## config.mk

```make
export PLATFORM = sky130hd
export DESIGN_NAME = bcd_serial_subtractor_flat
export DESIGN_NICKNAME = d
export VERILOG_FILES = /design/src/rtl/bcd_serial_subtractor_pkg.sv /design/src/rtl/bcd_serial_subtractor_if.sv /design/src/rtl/bcd_digit_sub.sv /design/src/rtl/bcd_serial_subtractor.sv /design/src/flat_wrapper.sv
export SDC_FILE = /design/constraint.sdc
export NUM_CORES = 1
export LEC_CHECK = 0
export CORE_ASPECT_RATIO = 0.5
export CORE_MARGIN = 1.5
export CORE_UTILIZATION = 41
export CTS_CLUSTER_DIAMETER = 80
export DETAILED_ROUTE_END_ITERATION = 6
export GPL_TIMING_DRIVEN = 0
export PLACE_DENSITY = 0.69
export SLEW_MARGIN = 20
export SYNTH_ARGS = -nofsm -noshare
export SYNTH_HDL_FRONTEND = slang
export SYNTH_SLANG_ARGS = --single-unit
```

## constraint.sdc

```tcl
create_clock -name clk -period 5.5 [get_ports clk]
set_input_delay 0.825 -clock clk [delete_from_list [all_inputs] [get_ports clk]]
set_output_delay 0.825 -clock clk [all_outputs]
set_load 0.01 [all_outputs]
```

## src/rtl/bcd_serial_subtractor_pkg.sv

```systemverilog
`default_nettype none
// ============================================================================
// Module   : bcd_serial_subtractor_pkg
// Purpose  : Shared FSM encoding, BCD constants and digit helper for the
//            digit-serial BCD subtractor.
// Revision : 1.0 - initial release
// ============================================================================
package bcd_serial_subtractor_pkg;

  typedef enum logic [1:0] {
    ST_IDLE = 2'd0,
    ST_RUN  = 2'd1,
    ST_DONE = 2'd2
  } state_t;

  localparam logic [3:0] BCD_MAX  = 4'd9;
  localparam logic [3:0] BCD_BASE = 4'd10;

  // True when a nibble is a legal decimal digit
  function automatic logic bcd_digit_ok(input logic [3:0] dig);
    return (dig <= BCD_MAX);
  endfunction

endpackage
`default_nettype wire

```

## src/rtl/bcd_serial_subtractor_if.sv

```systemverilog
`default_nettype none
// ============================================================================
// Module   : bcd_serial_subtractor_if
// Purpose  : Start/done handshake and operand/result bus of the serial BCD
//            subtractor. master = controlling FSM, slave = subtractor.
// Revision : 1.0 - initial release
// ============================================================================
interface bcd_serial_subtractor_if #(
  parameter int DIGITS = 4
);
  logic                  start;
  logic [4*DIGITS-1:0]   a;
  logic [4*DIGITS-1:0]   b;
  logic                  bin;
  logic                  busy;
  logic                  done;
  logic [4*DIGITS-1:0]   diff;
  logic                  bout;
  logic                  err;

  modport master (
    output start, a, b, bin,
    input  busy, done, diff, bout, err
  );

  modport slave (
    input  start, a, b, bin,
    output busy, done, diff, bout, err
  );
endinterface
`default_nettype wire

```

## src/rtl/bcd_digit_sub.sv

```systemverilog
`default_nettype none
// ============================================================================
// Module   : bcd_digit_sub
// Purpose  : Combinational single-digit BCD subtract with borrow:
//            {bout, d} = a - b - bin, d corrected back into 0..9.
// Revision : 1.0 - initial release
// ============================================================================
module bcd_digit_sub
  import bcd_serial_subtractor_pkg::*;
(
  input  logic [3:0] a,
  input  logic [3:0] b,
  input  logic       bin,
  output logic [3:0] d,
  output logic       bout
);

  logic [4:0] w_t;

  // Binary difference; bit 4 set means negative, so add ten back and borrow
  always_comb begin
    w_t  = {1'b0, a} - {1'b0, b} - {4'b0000, bin};
    bout = w_t[4];
    d    = w_t[4] ? (w_t[3:0] + BCD_BASE) : w_t[3:0];
  end

endmodule
`default_nettype wire

```

## src/rtl/bcd_serial_subtractor.sv

```systemverilog
`default_nettype none
// ============================================================================
// Module   : bcd_serial_subtractor
// Purpose  : Digit-serial multi-digit BCD subtractor, diff = a - b - bin,
//            least significant digit first, one digit per clock.
// Revision : 1.0 - initial release
// ============================================================================
module bcd_serial_subtractor
  import bcd_serial_subtractor_pkg::*;
#(
  parameter int DIGITS = 4
) (
  input  logic                    clk,
  input  logic                    rst_n,
  bcd_serial_subtractor_if.slave  bus
);

  localparam int                  c_width    = 4 * DIGITS;
  localparam int                  c_idx_w    = $clog2(DIGITS) + 1;
  localparam logic [c_idx_w-1:0]  c_last_idx = c_idx_w'(DIGITS - 1);

  state_t               r_state;
  state_t               w_state_nxt;
  logic [c_width-1:0]   r_a;
  logic [c_width-1:0]   r_b;
  logic [c_width-1:0]   r_diff;
  logic [c_idx_w-1:0]   r_idx;
  logic                 r_borrow;
  logic                 r_bout;
  logic                 r_err;

  logic                 w_bad;
  logic                 w_accept;
  logic                 w_last;
  logic [3:0]           w_a_dig;
  logic [3:0]           w_b_dig;
  logic [3:0]           w_d;
  logic                 w_bo;

  assign w_accept = (r_state == ST_IDLE) && bus.start;
  assign w_last   = (r_idx == c_last_idx);

  // Flag any non-decimal nibble in either incoming operand
  always_comb begin
    w_bad = 1'b0;
    for (int i = 0; i < DIGITS; i++) begin
      if (!bcd_digit_ok(bus.a[4*i +: 4]) || !bcd_digit_ok(bus.b[4*i +: 4]))
        w_bad = 1'b1;
    end
  end

  // Select the current operand digit pair for the shared digit subtractor
  always_comb begin
    w_a_dig = 4'd0;
    w_b_dig = 4'd0;
    for (int i = 0; i < DIGITS; i++) begin
      if (r_idx == c_idx_w'(i)) begin
        w_a_dig = r_a[4*i +: 4];
        w_b_dig = r_b[4*i +: 4];
      end
    end
  end

  bcd_digit_sub u_digit_sub (
    .a    (w_a_dig),
    .b    (w_b_dig),
    .bin  (r_borrow),
    .d    (w_d),
    .bout (w_bo)
  );

  // State register
  always_ff @(posedge clk or negedge rst_n) begin
    if (!rst_n) r_state <= ST_IDLE;
    else        r_state <= w_state_nxt;
  end

  // Next-state and handshake outputs; an invalid operand skips RUN entirely
  always_comb begin
    w_state_nxt = r_state;
    bus.busy    = 1'b0;
    bus.done    = 1'b0;
    case (r_state)
      ST_IDLE: begin
        if (bus.start) w_state_nxt = w_bad ? ST_DONE : ST_RUN;
      end
      ST_RUN: begin
        bus.busy = 1'b1;
        if (w_last) w_state_nxt = ST_DONE;
      end
      ST_DONE: begin
        bus.done    = 1'b1;
        w_state_nxt = ST_IDLE;
      end
      default: w_state_nxt = ST_IDLE;
    endcase
  end

  // Operand capture, per-digit result write-back and borrow chain
  always_ff @(posedge clk or negedge rst_n) begin
    if (!rst_n) begin
      r_a      <= '0;
      r_b      <= '0;
      r_diff   <= '0;
      r_idx    <= '0;
      r_borrow <= 1'b0;
      r_bout   <= 1'b0;
      r_err    <= 1'b0;
    end else if (w_accept) begin
      r_a      <= bus.a;
      r_b      <= bus.b;
      r_idx    <= '0;
      r_borrow <= bus.bin;
      if (w_bad) begin
        r_diff <= '0;
        r_bout <= 1'b0;
        r_err  <= 1'b1;
      end else begin
        r_err  <= 1'b0;
      end
    end else if (r_state == ST_RUN) begin
      for (int i = 0; i < DIGITS; i++) begin
        if (r_idx == c_idx_w'(i)) r_diff[4*i +: 4] <= w_d;
      end
      r_borrow <= w_bo;
      if (w_last) r_bout <= w_bo;
      else        r_idx  <= r_idx + 1'b1;
    end
  end

  assign bus.diff = r_diff;
  assign bus.bout = r_bout;
  assign bus.err  = r_err;

endmodule
`default_nettype wire
```

## src/flat_wrapper.sv

```systemverilog
// flat-port wrapper written by rule: the top's interface ports become plain ports
module bcd_serial_subtractor_flat import bcd_serial_subtractor_pkg::*;
#(
  parameter int DIGITS = 4
)
  (clk, rst_n, bus_start, bus_a, bus_b, bus_bin, bus_busy, bus_done, bus_diff, bus_bout, bus_err);
  bcd_serial_subtractor_if #(.DIGITS(DIGITS)) bus_i ();
  input  logic clk;
  input  logic rst_n;
  input wire logic [$bits(bus_i.start)-1:0] bus_start;
  input wire logic [$bits(bus_i.a)-1:0] bus_a;
  input wire logic [$bits(bus_i.b)-1:0] bus_b;
  input wire logic [$bits(bus_i.bin)-1:0] bus_bin;
  output wire logic [$bits(bus_i.busy)-1:0] bus_busy;
  output wire logic [$bits(bus_i.done)-1:0] bus_done;
  output wire logic [$bits(bus_i.diff)-1:0] bus_diff;
  output wire logic [$bits(bus_i.bout)-1:0] bus_bout;
  output wire logic [$bits(bus_i.err)-1:0] bus_err;
  assign bus_i.start = bus_start;
  assign bus_i.a = bus_a;
  assign bus_i.b = bus_b;
  assign bus_i.bin = bus_bin;
  assign bus_busy = bus_i.busy;
  assign bus_done = bus_i.done;
  assign bus_diff = bus_i.diff;
  assign bus_bout = bus_i.bout;
  assign bus_err = bus_i.err;
  bcd_serial_subtractor #(.DIGITS(DIGITS)) u_core (.clk(clk), .rst_n(rst_n), .bus(bus_i));
endmodule
```

==> flow_metrics.py <==
metrics = {
    "routing": {
        "vias": 2120,
        "ant_nets": 0,
        "first_pass_iters": 4,
        "via_per_inst": 5.313,
        "routedWlPerCell_um": 16.11,
        "remaining_drc_errors": 0,
        "wl_mm": 6.429,
        "drt-initial-drc-count": 114,
    },
    "floorplanning": {
        "io_pins": 56,
        "rows": 20,
        "core_um2": 6306,
        "die_w_um": 119.4,
        "start_util": 0.4401,
        "die-area_um2": 7301,
        "chipHeight_um": 61.18,
    },
    "min_path": {
        "whs_endpoint": "u_core.bus.diff[13]",
        "whs_path_depth": 2,
        "min-delay-start": "u_core.bus.diff[13]",
        "min_path_type": "register to register",
    },
    "final_layout": {
        "nets": 358,
        "utilization": 0.5704,
        "drive_gt1_frac": 0.1608,
        "regArea_um2": 1401,
        "multi_input_area_um2": 1287,
        "diodes": 0,
        "final_cell_area_um2": 3597,
        "layout_common_cells": "dfrtp_1, clkdlybuf4s50_1, mux2_2, nand2_1, o21ai_0",
        "layout-area-overhead-vs-synth_pct": 29.62,
        "layout_commonest_cell": "dfrtp_1",
        "fillers": 546,
    },
    "cts": {
        "clkSinkCount": 56,
        "post_cts_resized": 0,
        "hold_buffers": 0,
        "clk_pin_slew_ns": 0.07,
        "cts_max_level": 2,
        "clockBufferDepth": 2,
        "numCtsBuffers": 5,
        "cts_tree": "built",
        "cts-root-buf": "clkbuf_16",
        "clk_latency_ns": 0.29,
        "post_cts_buffers": 0,
    },
    "worst_setup_path": {
        "crit_arrival_ns": 4.18,
        "worstSetupStartpointType": "register",
        "reg2reg_setup_slack_ns": 1.48,
        "r2r_start": "u_core.r_idx[0]",
        "cp.required_ns": 5.66,
        "startpoint": "u_core.r_idx[0]",
        "path_class": "register to register",
        "cp-end-kind": "register",
        "critical_path.max_fanout": 10,
        "worstRegToRegCells": 15,
        "worstReg2RegEnd": "u_core.bus.diff[7]",
    },
    "sta": {
        "tightest_slew_ns": 0.7054,
        "final_max_slew_viol_count": 0,
        "slew_headroom": 0.5297,
        "setup_viol": 0,
        "finalSetupTns_ns": 0,
        "finalHoldViolations": 0,
        "rsz0062_at_grt": "false",
        "finalCriticalPeriod_ns": 4.019,
        "clock_skew_ns": 0.003571,
        "fmax_mhz": 248.8,
        "post-route-period-util": 0.7308,
    },
    "place": {
        "gp_congestion": 0.8190,
        "place_hpwl_mm": 4.856,
        "port_buffers": 55,
        "place_area_um2": 3433,
    },
    "synthesis": {
        "postSynthNetCount": 296,
        "synth_edf_count": 0,
        "synthCells": 248,
        "postSynthAreaPerCell_um2": 11.19,
        "synth-seq-area-share": 0.5050,
        "synth-seq-cells": 56,
        "syn-cell-area_um2": 2775,
        "synth_warnings": 0,
        "synthArstFlopShare": 1.000,
        "synth_top_flop_cell": "dfrtp_1",
        "synth.distinct_cells": 38,
    },
    "power": {
        "p_int_w": 0.0009302,
        "p_sw_w": 0.0004675,
        "p_clk_frac": 0.253,
        "swShare": 0.3345,
        "p_seq_frac": 0.368,
        "power_per_cell_area_nw_per_um2": 388.5,
        "p_leak_nw": 1.538,
        "vdd_drop_max_uv": 178.3,
        "p_comb_frac": 0.379,
    },
    "flow_run": {
        "max-cap-violations": 0,
    },
    "global_route": {
        "first_global_vias": 2090,
        "grt_max_degree": 57,
        "antenna_found_initial": 0,
        "grt_pass1_wl_mm": 10.54,
        "grt.overflow.total": 0,
        "grtUsageTotal": 0.1891,
    },
    "run_status": {
        "run_status": "finished clean",
    },
}
## state kept, by name (all words and copies together) (netlist names)
| register | cells |
|---|---|
| u_core.bus.diff | 16 |
| u_core.r_a | 16 |
| u_core.r_b | 16 |
| u_core.r_idx | 3 |
| u_core.r_state | 2 |
| u_core.bus.bout | 1 |
| u_core.bus.err | 1 |
| u_core.r_borrow | 1 |
## through the flow
| step | setup slack (ns) | hold slack [ns] | instances | power, W |
|---|---|---|---|---|
| after floorplan | 2.184 | 0.4716 | 248 | 0.0008733 |
| after global placement | 1.612 | 0.4663 | 391 | 0.001031 |
| after detailed placement | 1.547 | 0.4697 | 391 | 0.001048 |
| after CTS | 1.518 | 0.4848 | 399 | 0.001403 |
| after global routing | 1.133 | 0.5067 | 399 | 0.001483 |
| final | 1.481 | 0.4780 | 399 | 0.001398 |
## cell usage after synthesis (all sizes together), types with 3 or more instances
library cell,count,area (um^2)
a21oi,9,45.04
a22o,5,43.79
a22oi,5,37.54
buf,5,33.78
clkbuf,4,15.01
dfrtp,56,1401
ha,10,125.1
inv,10,37.54
mux2,34,382.9
nand2,32,120.1
nand2b,4,32.53
nor2,13,48.80
o21ai,24,120.1
o2bb2ai,11,96.34
xor2,3,26.28
## logic make-up after synthesis
family          synth area share
simple gates              0.1010
flops                     0.5050
mux                       0.1416
xor+xnor                 0.01263
compound gates            0.1492
fa+ha+maj                0.05951
buf+inv                  0.03111
## worst max-delay path by stage
stage / to / slack, ns / cells past startpoint
finish: u_core.bus.diff[7] / 1.48 / 15
floorplan: u_core.bus.diff[11] / 2.18 / 18
global placement: u_core.bus.diff[11] / 1.61 / 18
CTS: u_core.bus.diff[7] / 1.52 / 15
detailed placement: u_core.bus.diff[7] / 1.55 / 18
global route: u_core.bus.diff[11] / 1.13 / 18
## power groups by stage
stage / clock (W) / sequential (W) / combinational [W]
finish: 0.000353 / 0.000515 / 0.000530
floorplan: 0 / 0.000517 / 0.000356
detailed placement: 0 / 0.000521 / 0.000527
global route: 0.000375 / 0.000523 / 0.000585
global placement: 0 / 0.000518 / 0.000513
CTS: 0.000358 / 0.000514 / 0.000531
## critical path, stage by stage (launching register included)
cell       delay [ns]
dfrtp_1          0.42
inv_1            0.11
ha_1             0.38
clkbuf_1         0.37
o21ai_0          0.20
a22oi_1          0.28
fa_1             0.23
inv_1            0.06
fa_1             0.45
xor2_1           0.20
ha_1             0.24
nor3b_1          0.19
o21ai_0          0.10
o211ai_1         0.11
xor2_1           0.41
o2bb2ai_1        0.13
## cell type report
type | instances | share of cell area
buffer | 9 | 0.01357
clock buffer | 6 | 0.03583
clock inverter | 2 | 0.009739
inverter | 10 | 0.01043
multi-input combinational | 173 | 0.3579
sequential | 56 | 0.3896
tap | 88 | 0.03061
timing repair buffer | 55 | 0.1523
## per-layer routing
layer	GRT usage	vias up	wire length, um
li1	-	1002	-
met1	0.2545	1061	3062
met2	0.3328	52	3050
met3	0.03611	5	276
met4	0.03571	0	40
met5	0	-	0
(Power assumes the default switching activity.)
